[src/rtl/reg_file4_if.sv]
// Bus bundle for reg_file4: write port, two read ports, clear request
// and the status/strobe outputs. clk and reset stay outside the bundle.
interface reg_file4_if #(
  parameter int WIDTH = 8
);
  logic             wr_en;
  logic [1:0]       wr_addr;
  logic [WIDTH-1:0] wr_data;
  logic [1:0]       rd_addr_a;
  logic [1:0]       rd_addr_b;
  logic             clr_req;
  logic [WIDTH-1:0] rd_data_a;
  logic [WIDTH-1:0] rd_data_b;
  logic [3:0]       wr_sel;
  logic             busy;

  modport master (
    output wr_en, wr_addr, wr_data, rd_addr_a, rd_addr_b, clr_req,
    input  rd_data_a, rd_data_b, wr_sel, busy
  );

  modport slave (
    input  wr_en, wr_addr, wr_data, rd_addr_a, rd_addr_b, clr_req,
    output rd_data_a, rd_data_b, wr_sel, busy
  );
endinterface

[src/rtl/reg_file4.sv]
// reg_file4: four WIDTH-bit registers, one write port, two registered
// read ports and a four-cycle sequential clear.
// Optional macro REG_FILE4_BYPASS_EN: a read port that addresses the
// register being written at the same edge captures the new write data.
module reg_file4 #(
  parameter int WIDTH = 8
) (
  input  logic        clk,
  input  logic        reset,
  reg_file4_if.slave  bus
);

  typedef enum logic {IDLE, CLEAR} state_t;

  state_t           state;
  logic [1:0]       clr_idx;
  logic             busy_q;
  logic [WIDTH-1:0] regs [4];
  logic [WIDTH-1:0] rd_a_q;
  logic [WIDTH-1:0] rd_b_q;
  logic [3:0]       wr_sel;
  logic [WIDTH-1:0] rd_a_next;
  logic [WIDTH-1:0] rd_b_next;

  // Write strobe decode; suppressed during reset and while a clear runs.
  always_comb begin
    wr_sel = '0;
    if (bus.wr_en && !busy_q && !reset) begin
      wr_sel[bus.wr_addr] = 1'b1;
    end
  end

  // Read-port source select (register contents, optionally forwarded write data).
  always_comb begin
    rd_a_next = regs[bus.rd_addr_a];
    rd_b_next = regs[bus.rd_addr_b];
`ifdef REG_FILE4_BYPASS_EN
    if (wr_sel[bus.rd_addr_a]) begin
      rd_a_next = bus.wr_data;
    end
    if (wr_sel[bus.rd_addr_b]) begin
      rd_b_next = bus.wr_data;
    end
`endif
  end

  // Clear control FSM: IDLE -> CLEAR for four edges, busy registered with state.
  always_ff @(posedge clk or posedge reset) begin
    if (reset) begin
      state   <= IDLE;
      clr_idx <= '0;
      busy_q  <= 1'b0;
    end else begin
      case (state)
        IDLE: begin
          if (bus.clr_req) begin
            state   <= CLEAR;
            clr_idx <= '0;
            busy_q  <= 1'b1;
          end
        end
        CLEAR: begin
          // 2-bit index wraps 3 -> 0 on the same edge that leaves CLEAR.
          clr_idx <= clr_idx + 2'd1;
          if (clr_idx == 2'd3) begin
            state  <= IDLE;
            busy_q <= 1'b0;
          end
        end
        default: begin
          state  <= IDLE;
          busy_q <= 1'b0;
        end
      endcase
    end
  end

  // Register array: clear zeroes one entry per edge, otherwise strobed writes.
  always_ff @(posedge clk or posedge reset) begin
    if (reset) begin
      for (int unsigned i = 0; i < 4; i++) begin
        regs[i] <= '0;
      end
    end else begin
      for (int unsigned i = 0; i < 4; i++) begin
        if (state == CLEAR && clr_idx == 2'(i)) begin
          regs[i] <= '0;
        end else if (wr_sel[i]) begin
          regs[i] <= bus.wr_data;
        end
      end
    end
  end

  // Registered read ports, one-cycle latency, independent addressing.
  always_ff @(posedge clk or posedge reset) begin
    if (reset) begin
      rd_a_q <= '0;
      rd_b_q <= '0;
    end else begin
      rd_a_q <= rd_a_next;
      rd_b_q <= rd_b_next;
    end
  end

  assign bus.wr_sel    = wr_sel;
  assign bus.busy      = busy_q;
  assign bus.rd_data_a = rd_a_q;
  assign bus.rd_data_b = rd_b_q;

endmodule

[src/flat_wrapper.sv]
// flat-port wrapper written by rule: the top's interface ports become plain ports
module reg_file4_flat 
#(
  parameter int WIDTH = 8
)
  (clk, reset, bus_wr_en, bus_wr_addr, bus_wr_data, bus_rd_addr_a, bus_rd_addr_b, bus_clr_req, bus_rd_data_a, bus_rd_data_b, bus_wr_sel, bus_busy);
  reg_file4_if #(.WIDTH(WIDTH)) bus_i ();
  input  logic clk;
  input  logic reset;
  input wire logic [$bits(bus_i.wr_en)-1:0] bus_wr_en;
  input wire logic [$bits(bus_i.wr_addr)-1:0] bus_wr_addr;
  input wire logic [$bits(bus_i.wr_data)-1:0] bus_wr_data;
  input wire logic [$bits(bus_i.rd_addr_a)-1:0] bus_rd_addr_a;
  input wire logic [$bits(bus_i.rd_addr_b)-1:0] bus_rd_addr_b;
  input wire logic [$bits(bus_i.clr_req)-1:0] bus_clr_req;
  output wire logic [$bits(bus_i.rd_data_a)-1:0] bus_rd_data_a;
  output wire logic [$bits(bus_i.rd_data_b)-1:0] bus_rd_data_b;
  output wire logic [$bits(bus_i.wr_sel)-1:0] bus_wr_sel;
  output wire logic [$bits(bus_i.busy)-1:0] bus_busy;
  assign bus_i.wr_en = bus_wr_en;
  assign bus_i.wr_addr = bus_wr_addr;
  assign bus_i.wr_data = bus_wr_data;
  assign bus_i.rd_addr_a = bus_rd_addr_a;
  assign bus_i.rd_addr_b = bus_rd_addr_b;
  assign bus_i.clr_req = bus_clr_req;
  assign bus_rd_data_a = bus_i.rd_data_a;
  assign bus_rd_data_b = bus_i.rd_data_b;
  assign bus_wr_sel = bus_i.wr_sel;
  assign bus_busy = bus_i.busy;
  reg_file4 #(.WIDTH(WIDTH)) u_core (.clk(clk), .reset(reset), .bus(bus_i));
endmodule
[config.mk]
export PLATFORM = sky130hd
export DESIGN_NAME = reg_file4_flat
export DESIGN_NICKNAME = d
export VERILOG_FILES = /design/src/rtl/reg_file4_if.sv /design/src/rtl/reg_file4.sv /design/src/flat_wrapper.sv
export SDC_FILE = /design/constraint.sdc
export NUM_CORES = 1
export LEC_CHECK = 0
export CAP_MARGIN = 10
export CORE_ASPECT_RATIO = 0.7
export CORE_UTILIZATION = 50
export CTS_BUF_LIST = sky130_fd_sc_hd__clkbuf_4
export CTS_CLUSTER_SIZE = 16
export DETAILED_ROUTE_END_ITERATION = 7
export PLACE_DENSITY = 0.78
export SLEW_MARGIN = 5
export SYNTH_ARGS = -nofsm -noshare
export SYNTH_HDL_FRONTEND = slang
export SYNTH_SLANG_ARGS = --single-unit
[constraint.sdc]
create_clock -name clk -period 1.5 [get_ports clk]
set_input_delay 0.225 -clock clk [delete_from_list [all_inputs] [get_ports clk]]
set_output_delay 0.225 -clock clk [all_outputs]
set_load 0.03 [all_outputs]
==> results.toml, run 1 <==
[outcome]
status = "finished, violations left"
violations = "negative setup slack"

[yosys]
ys.flop_type = "dfrtp_1"
ys_seq_area_share_pct = 52.2
synth_common_cells = "69 x nand2_1, 52 x dfrtp_1, 32 x mux2i_1"
synth_edf_count = 0
synth-async-reset-ratio_pct = 100
synth_top_cell_by_area = "dfrtp_1"
netlist_area_sq_mm = 0.00249
yosysMostFrequentCell = "nand2_1"
syn_inst = 202
yosysWarnings = 0
ys_types = 20
syn-num-nets = 224
ys_ff_latch = 52
yosys.area.top_type_share_pct = 52.2
syn_area_per_cell_sq_um = 12.3
synth_area_leaders = "dfrtp_1 52%, mux4_2 14%, mux2i_1 13%, nand2_1 10%, ha_1 2.0%"

[detailed_routing]
postRouteAntennaNets = 0
via_count = 1823
post_drt_wl_per_cell_um = 16.5
drc = 0
wirelength_mm = 5.69
first_iter_violations = 168
first_pass_iters = 4
viasPerCell = 5.30

[timing]
tightest_slew_ns = 0.314
min_period_ns = 1.88
hold_viol_final = 0
clock.fmax_mhz = 533
holdWs_ns = 0.337
setup_slack_ns = -0.377
max_slew_margin_pct = 79.1
tns_ns = -5.53
fin_worst_skew_ns = 0.00721
fin_crit_sh_pct = 125
setup_violations = 28
rsz0062_at_grt = "true"
drv_slew = 0

[power_and_ir_drop]
ir_drop_mv = 0.909
p_per_area_mw_per_mm2 = 1440
finalPower_w = 0.00492
leakage_nw = 1.66

[hold_path]
hold_path.class = "in2async"

[clock_tree]
cts_tree = "built"
clock_sinks = 52
h-tree-depth = 2
cts_max_path_buffers = 2
clk_latency_ns = 0.37
hold_buffers = 0
cts_made_buffers = 5
cts.reportedPaths.clkPinSlew_ns = 0.15
cts_root_buf = "clkbuf_4"

[setup_path]
path_max_fanout = 2
worstPathArrival_ns = 1.65
criticalPathCategory = "reg2out"
cp-end-kind = "output pin"
start_kind = "register"
required_ns = 1.27

[layout]
multi_input_area_sq_mm = 0.00114
area_growth_pct = 36.9
fill_cells = 354
final_cells = 344
fin_area_sq_mm = 0.00341
fin_nets = 296
drive_gt1_share_pct = 29.1
regArea_sq_mm = 0.00130
num_antenna_cells = 0

[placed_design]
dpl.hpwl_mm = 4.01
placed_area_sq_mm = 0.00317
placed_cells = 327
portBuffers = 38
place_congestion = 0.801

[floorplanning]
ios = 39
die_w_um = 86.4
die-area_sq_mm = 0.00527
die_height_um = 61.1
core_area_sq_mm = 0.00478
start_util_pct = 52.1
fp-row-count = 21

[grt]
grt_pass1_wl_mm = 9.07
overflow = 0
grt_max_degree = 53
antenna_found_initial = 0
first_global_vias = 1782
grt_usage_pct = 23.9

[flow_run]
maxCapViolCount = 0
==> metrics by stage <==
step                worst slack (ns)  utilization (%)
finish                        -0.377             71.3
global route                  -0.439             71.3
CTS                           -0.421             70.1
detailed placement            -0.429             66.2
global placement              -0.350             66.2
floorplan                     -0.147                -
==> layout by cell type (no fill, tap or decap), types with 2 or more instances in the layout <==
| cell | count |
|---|---|
| nand2_1 | 69 |
| dfrtp_1 | 51 |
| mux2i_1 | 29 |
| buf_4 | 23 |
| clkdlybuf4s50_1 | 17 |
| buf_6 | 17 |
| mux4_2 | 16 |
| dlygate4sd2_1 | 16 |
| clkbuf_4 | 5 |
| ha_1 | 4 |
| buf_12 | 4 |
| inv_1 | 3 |
| mux2i_2 | 3 |
| inv_2 | 2 |
| nor2_8 | 2 |
| nor2_4 | 2 |
| bufinv_16 | 2 |
==> where the power goes <==
group	switching [W]	leakage, nW	internal [W]	total, W
clock	0.000465	0.0558	0.000525	0.000990
combinational	0.00105	0.898	0.000847	0.00189
sequential	0.000253	0.705	0.00178	0.00203
==> worst max-delay path, stage by stage, from the launching register on <==
cell     delay [ns]
dfrtp_2        0.43
or4b_4         0.56
nor2_8         0.14
buf_6          0.14
==> registers in the layout, indices dropped and copies added (netlist names) <==
| signal | flops |
|---|---|
| u_core.regs | 32 |
| u_core.bus.rd_data_a | 8 |
| u_core.bus.rd_data_b | 8 |
| u_core.clr_idx | 2 |
| u_core.bus.busy | 1 |
| u_core.state | 1 |
==> kinds of logic after synthesis <==
group                      Yosys count  share of synthesized area, %
buffers and inverters               17                          3.01
DFF                                 52                          52.2
and+or+nand+nor                     77                          14.3
adders and majority gates            4                          2.01
muxes                               48                          27.3
AOI/OAI and AO/OA                    4                          1.16
==> final timing paths <==
| path | startpoint | end | slack (ns) | cells past startpoint |
|---|---|---|---|---|
| min in group clk | bus_clr_req | u_core.clr_idx[1]$_DFFE_PP0P_ | 0.48 | 2 |
| max reg2reg | u_core.bus.busy$_DFFE_PP0P_ | u_core.regs[29]$_DFFE_PP0P_ | -0.32 | 7 |
| max | u_core.bus.busy$_DFFE_PP0P_ | bus_wr_sel[1] | -0.38 | 3 |
| min | reset | u_core.bus.rd_data_b[7]$_DFF_PP0_ | 0.34 | 4 |
| max in group asynchronous | reset | u_core.bus.busy$_DFFE_PP0P_ | 0.90 | 4 |
| min reg2reg | u_core.regs[12]$_DFFE_PP0P_ | u_core.regs[12]$_DFFE_PP0P_ | 0.55 | 2 |
==> timing repair <==
item                       CTS  global route
setup endpoints to repair   36            37
setup buffers                5             4
pin swaps                    6             5
hold endpoints to repair     0             0
resized for setup           36             9
==> layout make-up <==
cell class                      count  area share (%)
Clock buffer                        5            1.10
Clock inverter                      3            2.02
Inverter                            5           0.550
Multi-Input combinational cell    133            33.5
Sequential cell                    52            38.2
Tap cell                           69            2.53
Timing Repair Buffer               77            22.1
==> layer usage <==
metal / vias to the layer above / global-route usage [%] / part of all wire [%]
met2: 76 / 39.2 / 48
met3: 10 / 6.17 / 7.3
met1: 900 / 31.9 / 43
met4: 0 / 8.33 / 1.8
met5: - / 0 / 0
li1: 837 / - / -
(Power assumes the default switching activity.)
==> run 2, diff against run 1 <==
--- a/config.mk
+++ b/config.mk
@@ -12,7 +12,7 @@
 export CTS_CLUSTER_SIZE = 16
 export DETAILED_ROUTE_END_ITERATION = 7
 export PLACE_DENSITY = 0.78
-export SLEW_MARGIN = 5
+export SLEW_MARGIN = 25
 export SYNTH_ARGS = -nofsm -noshare
 export SYNTH_HDL_FRONTEND = slang
 export SYNTH_SLANG_ARGS = --single-unit
==> results of run 2 <==
The final DEF is identical to that of run 1; final timing and power are the same.
==> run 3, diff against run 2 <==
--- a/config.mk
+++ b/config.mk
@@ -5,7 +5,6 @@
 export SDC_FILE = /design/constraint.sdc
 export NUM_CORES = 1
 export LEC_CHECK = 0
-export CAP_MARGIN = 10
 export CORE_ASPECT_RATIO = 0.7
 export CORE_UTILIZATION = 50
 export CTS_BUF_LIST = sky130_fd_sc_hd__clkbuf_4
==> results of run 3 <==
The final DEF is identical to that of run 1; final timing and power are the same.
